--- src/rtl/uart_rx_8n1.sv ---
// 8N1 UART receiver: synchronised input, edge-aligned oversampling, and a 3-sample majority vote per bit.
// The frame is reported in the middle of the stop bit so that back-to-back frames can resync early.
`timescale 1ns/1ps
module uart_rx_8n1 #(
  parameter int CLK_FREQ   = 12000000,
  parameter int BAUD       = 9600,
  parameter int OVERSAMPLE = 16
) (
  input  logic       clk,
  input  logic       rst,
  input  logic       uart_rx,
  output logic [7:0] rx_data,
  output logic       rx_valid,
  output logic       rx_frame_err,
  output logic       rx_busy
);

  localparam int DIV = CLK_FREQ / (BAUD * OVERSAMPLE);
  localparam int TW  = (DIV > 1) ? $clog2(DIV) : 1;
  localparam int SW  = $clog2(OVERSAMPLE);
  localparam int M   = OVERSAMPLE / 2;

  typedef enum logic [1:0] {IDLE, START, DATA, STOP} state_t;

  state_t          r_state, w_state_next;
  logic            r_sync1, r_sync2, r_line_prev;
  logic [TW-1:0]   r_tick_cnt;
  logic [SW-1:0]   r_s;
  logic [2:0]      r_bit_idx;
  logic            r_samp_a, r_samp_b;
  logic [7:0]      r_shift;
  logic [7:0]      r_rx_data;
  logic            r_rx_valid, r_rx_frame_err;

  logic w_tick, w_fall, w_mid, w_end, w_majority;
  logic w_start_det, w_to_data, w_shift, w_valid_set, w_err_set;

  assign w_tick     = (r_tick_cnt == TW'(DIV - 1));
  assign w_fall     = r_line_prev & ~r_sync2;
  assign w_mid      = w_tick && (r_s == SW'(M + 1));
  assign w_end      = w_tick && (r_s == SW'(OVERSAMPLE - 1));
  assign w_majority = (r_samp_a & r_samp_b) | (r_samp_a & r_sync2) | (r_samp_b & r_sync2);

  always_ff @(posedge clk or posedge rst) begin
    if (rst) begin
      r_sync1     <= 1'b1;
      r_sync2     <= 1'b1;
      r_line_prev <= 1'b1;
    end else begin
      r_sync1     <= uart_rx;
      r_sync2     <= r_sync1;
      r_line_prev <= r_sync2;
    end
  end

  always_ff @(posedge clk or posedge rst) begin
    if (rst) r_state <= IDLE;
    else     r_state <= w_state_next;
  end

  always_comb begin
    w_state_next = r_state;
    w_start_det  = 1'b0;
    w_to_data    = 1'b0;
    w_shift      = 1'b0;
    w_valid_set  = 1'b0;
    w_err_set    = 1'b0;
    case (r_state)
      IDLE: begin
        if (w_fall) begin
          w_state_next = START;
          w_start_det  = 1'b1;
        end
      end
      START: begin
        // A start bit that votes high was only a glitch on an idle line.
        if (w_mid && w_majority) begin
          w_state_next = IDLE;
        end else if (w_end) begin
          w_state_next = DATA;
          w_to_data    = 1'b1;
        end
      end
      DATA: begin
        w_shift = w_mid;
        if (w_end && (r_bit_idx == 3'd7)) w_state_next = STOP;
      end
      STOP: begin
        if (w_mid) begin
          w_state_next = IDLE;
          w_valid_set  = w_majority;
          w_err_set    = ~w_majority;
        end
      end
      default: w_state_next = IDLE;
    endcase
  end

  always_ff @(posedge clk or posedge rst) begin
    if (rst) begin
      r_tick_cnt     <= '0;
      r_s            <= '0;
      r_bit_idx      <= '0;
      r_samp_a       <= 1'b1;
      r_samp_b       <= 1'b1;
      r_shift        <= '0;
      r_rx_data      <= '0;
      r_rx_valid     <= 1'b0;
      r_rx_frame_err <= 1'b0;
    end else begin
      // Restarting both counters on the edge puts the votes at mid-bit.
      if (w_start_det || w_tick) r_tick_cnt <= '0;
      else                       r_tick_cnt <= r_tick_cnt + 1'b1;

      if (w_start_det)  r_s <= '0;
      else if (w_tick)  r_s <= w_end ? '0 : r_s + 1'b1;

      if (w_tick && (r_s == SW'(M - 1))) r_samp_a <= r_sync2;
      if (w_tick && (r_s == SW'(M)))     r_samp_b <= r_sync2;

      if (w_start_det || w_to_data)        r_bit_idx <= '0;
      else if ((r_state == DATA) && w_end) r_bit_idx <= r_bit_idx + 1'b1;

      if (w_shift)     r_shift   <= {w_majority, r_shift[7:1]};
      if (w_valid_set) r_rx_data <= r_shift;

      r_rx_valid     <= w_valid_set;
      r_rx_frame_err <= w_err_set;
    end
  end

  assign rx_data      = r_rx_data;
  assign rx_valid     = r_rx_valid;
  assign rx_frame_err = r_rx_frame_err;
  assign rx_busy      = (r_state != IDLE);

endmodule

--- config.mk ---
export PLATFORM = sky130hd
export DESIGN_NAME = uart_rx_8n1
export DESIGN_NICKNAME = d
export VERILOG_FILES = /design/src/rtl/uart_rx_8n1.sv
export SDC_FILE = /design/constraint.sdc
export NUM_CORES = 1
export LEC_CHECK = 0
export ABC_AREA = 1
export ABC_CLOCK_PERIOD_IN_PS = 4050
export CAP_MARGIN = 20
export CORE_MARGIN = 2
export CORE_UTILIZATION = 35
export CTS_BUF_LIST = sky130_fd_sc_hd__clkbuf_8
export CTS_CLUSTER_SIZE = 28
export DETAILED_ROUTE_END_ITERATION = 12
export GPL_ROUTABILITY_DRIVEN = 0
export HOLD_SLACK_MARGIN = 0.15
export SETUP_SLACK_MARGIN = 0.3
export SKIP_CTS_REPAIR_TIMING = 1
export SYNTH_ARGS = -nofsm -noshare
export SYNTH_HDL_FRONTEND = slang
export SYNTH_SLANG_ARGS = --single-unit
export TNS_END_PERCENT = 20
--- constraint.sdc ---
create_clock -name clk -period 4.05 [get_ports clk]
set_input_delay 0.81 -clock clk [delete_from_list [all_inputs] [get_ports clk]]
set_output_delay 0.81 -clock clk [all_outputs]
set_load 0.01 [all_outputs]
==> run_results.csv <==
group,metric,value,unit
synthesis,synth-edff-count,0,
clock_tree,clkLatencyLatePin,0.29,ns
grt,grt_remaining_overflow,0,
critical_path,cp_max_fo,7,
synthesis,async_flop_share,100,%
detailed_routing,dr.first_iter.drc_count,54,
die,die_y_extent,76.7,um
clock_tree,cts_made_buffers,5,
die,core_area,5110,sq um
layout,layout.nets,229,
layout,final_cell_count_no_fill,290,
timing,timing.fmax,425,MHz
synthesis,synth_largest_area_cell,"sky130_fd_sc_hd__dfrtp_1",
detailed_routing,wirelength,3.06,mm
clock_tree,cts.reportedPaths.clkPinSlew,0.08,ns
placement,placed_cells_incl_taps,282,
detailed_routing,ant_nets,0,
critical_path,worst_setup_path_end_kind,"output pin",
timing,finalWorstSetupSlack,1.70,ns
placement,input_output_buffers,13,
timing,timing.hold.ws,0.351,ns
power_and_ir_drop,sequentialPowerShare,53.0,%
critical_path,cp_data_required_time,3.24,ns
synthesis,avgSynthCellArea,9.20,sq um
detailed_routing,drt-vias-per-instance,4.52,
power_and_ir_drop,p_per_area,405,nW/um^2
power_and_ir_drop,vdd.ir_drop.worst,0.143,mV
layout,layout_cells_sized_above_1,14.5,%
layout,multi_input_comb_area,716,sq um
critical_path,crit_path_start,"r_state[0]$_DFFE_PP0P_",
clock_tree,cts_max_level,2,
clock_tree,root_buffer,"sky130_fd_sc_hd__clkbuf_8",
detailed_routing,detail_route.wl_per_cell,10.5,um
placement,detailed_place_hpwl,2.18,mm
synthesis,netlist.area_leader.share,46.0,%
power_and_ir_drop,share_comb_of_total_power,17.3,%
timing,maxSlewHeadroom,67.1,%
synthesis,synthesis.instances,201,
timing,timing.clock.skew,0.00882,ns
critical_path,rr_worst_depth,9,
timing,slew_viol_final,0,
detailed_routing,dr_total_vias,1312,
critical_path,reg2reg_from,"r_tick_cnt[1]$_DFF_PP0_",
placement,detailed_place.area,2050,sq um
layout,register_area,982,sq um
die,initial_core_util,36.2,%
critical_path,worst-setup-path-type,"register to output pin",
power_and_ir_drop,power_switching_share,30.4,%
min_path,holdPathStages,0,
die,die_w,76.7,um
synthesis,most_instantiated_library_cell_after_synthesis,"sky130_fd_sc_hd__nand2_1",
synthesis,yosys-top-cells-area,"sky130_fd_sc_hd__dfrtp_1 46%, sky130_fd_sc_hd__nand2_1 8.1%, sky130_fd_sc_hd__dfstp_2 7.1%",
synthesis,synth_seq_cells,39,
detailed_routing,first_pass_iters,4,
timing,fin_crit,2.35,ns
detailed_routing,drcViolationCount,0,
timing,report.final.hold_viol_count,0,
layout,finish.instance_area,2140,sq um
layout,n_fill_cell,525,
power_and_ir_drop,p_leak,0.953,nW
die,boundaryPins,14,
clock_tree,tritoncts,"built",
placement,placement.setup.worst_slack,1.97,ns
timing,final.setup.tns,0,ns
synthesis,synth.yosys.seq_area_share,53.1,%
power_and_ir_drop,clock_power_share,29.7,%
grt,number_of_global_route_vias_before_repair,1287,
grt,grt_antenna_before_repair,0,
power_and_ir_drop,internal-power,0.000604,W
run,cap_violations,0,
timing,worstMarginPinSlew,0.493,ns
min_path,min-delay-path-class,"register to register",
clock_tree,clock_path_buffers,2,
timing,setup_violations,0,
power_and_ir_drop,p_sw,0.000263,W
die,placement_rows,26,
synthesis,ys.warnings.count,0,
critical_path,r2r_setup_slack,1.99,ns
min_path,timing.hold.worst.start,"r_sync1$_DFF_PP1_",
die,area_of_the_die,5880,sq um
synthesis,netlist_area,1850,sq um
grt,grt_first_pass_wirelength,5.67,mm
layout,synthToLayoutAreaGrowth,15.7,%
synthesis,synth_nets,211,
timing,final.period_utilization,58.1,%
timing,grt_setup_unrepaired,"no",
outcome,run_status,"finished clean",
grt,maximum_number_of_pins_on_one_net_before_global_route_repair,40,
layout,antenna-diode-count,0,
critical_path,signal_arrival_time_at_the_worst_endpoint,1.54,ns
grt,track_usage,12.1,%
clock_tree,clkSinkCount,39,
synthesis,synth_flop_cell,"sky130_fd_sc_hd__dfrtp_1",
synthesis,synth_top_cells_by_count,"40 x sky130_fd_sc_hd__nand2_1, 34 x sky130_fd_sc_hd__dfrtp_1, 33 x sky130_fd_sc_hd__inv_1",
critical_path,cp-start-kind,"register",
synthesis,synthDistinctLibCells,31,
==> worst paths after layout <==
check | to
min in group asynchronous | r_bit_idx[0]$_DFFE_PP0P_
min | r_sync2$_DFF_PP1_
max | rx_busy
min reg2reg | r_sync2$_DFF_PP1_
max in group asynchronous | r_samp_a$_DFFE_PP1P_
max reg2reg | rx_data[2]$_DFFE_PP0P_
==> kinds of logic after synthesis <==
logic type	Yosys count	synth area share, %
compound gates	28	9.27
mux	1	0.609
fa+ha+maj	7	4.74
buf+inv	37	8.19
flops	39	53.1
simple gates	86	22.7
xor+xnor	3	1.42
==> flip-flops by register name (all words and copies together) (netlist names), named ones only <==
register / count
r_tick_cnt: 7
rx_frame_err: 1
r_bit_idx: 3
rx_valid: 1
r_s: 4
r_samp_a: 1
r_sync1: 1
r_shift: 8
r_state: 1
r_sync2: 1
r_samp_b: 1
r_line_prev: 1
rx_data: 8
==> power by group through the flow <==
stage | combinational, W | sequential (W) | clock (W)
2_1_floorplan | 0.000119 | 0.000458 | 0
3_3_place_gp | 0.000152 | 0.000466 | 0
3_5_place_dp | 0.000153 | 0.000467 | 0
4_1_cts | 0.000153 | 0.000460 | 0.000272
5_1_grt | 0.000177 | 0.000466 | 0.000286
6_report | 0.000150 | 0.000459 | 0.000258
==> layer usage <==
layer / up-vias / GRT usage (%) / wire length (um)
met4: 0 / 6.00 / 63
met3: 6 / 3.18 / 83
met5: - / 0 / 0
li1: 680 / - / -
met1: 612 / 15.8 / 1550
met2: 14 / 18.6 / 1360
==> placed cells by master, fill, tap and decap left out, types with 7 or more instances in the layout <==
| cell | count |
|---|---|
| sky130_fd_sc_hd__nor2_1 | 13 |
| sky130_fd_sc_hd__inv_1 | 33 |
| sky130_fd_sc_hd__o21ai_1 | 10 |
| sky130_fd_sc_hd__clkdlybuf4s50_1 | 13 |
| sky130_fd_sc_hd__nand3_1 | 10 |
| sky130_fd_sc_hd__dfrtp_1 | 34 |
| sky130_fd_sc_hd__o21ai_2 | 8 |
| sky130_fd_sc_hd__nand2_1 | 40 |
| sky130_fd_sc_hd__ha_1 | 7 |
==> worst max-delay path: stages (launching register included) <==
cell	delay [ns]
sky130_fd_sc_hd__dfrtp_1	0.48
sky130_fd_sc_hd__nor2_1	0.23
sky130_fd_sc_hd__inv_1	0.07
sky130_fd_sc_hd__clkdlybuf4s50_1	0.47
==> final cells by class <==
type                            instances  area share, %
Clock buffer                            5           3.22
Clock inverter                          3          0.936
Inverter                               34           5.96
Multi-Input combinational cell        125           33.5
Sequential cell                        39           45.9
Tap cell                               70           4.09
Timing Repair Buffer                   14           6.43
==> per-stage QoR <==
stage / util (%) / total power (W)
after global placement: 40.2 / 0.000618
after global routing: 41.9 / 0.000929
after CTS: 41.9 / 0.000885
final: 41.9 / 0.000867
after floorplan: - / 0.000577
after detailed placement: 40.2 / 0.000620
(Power assumes the default switching activity.)
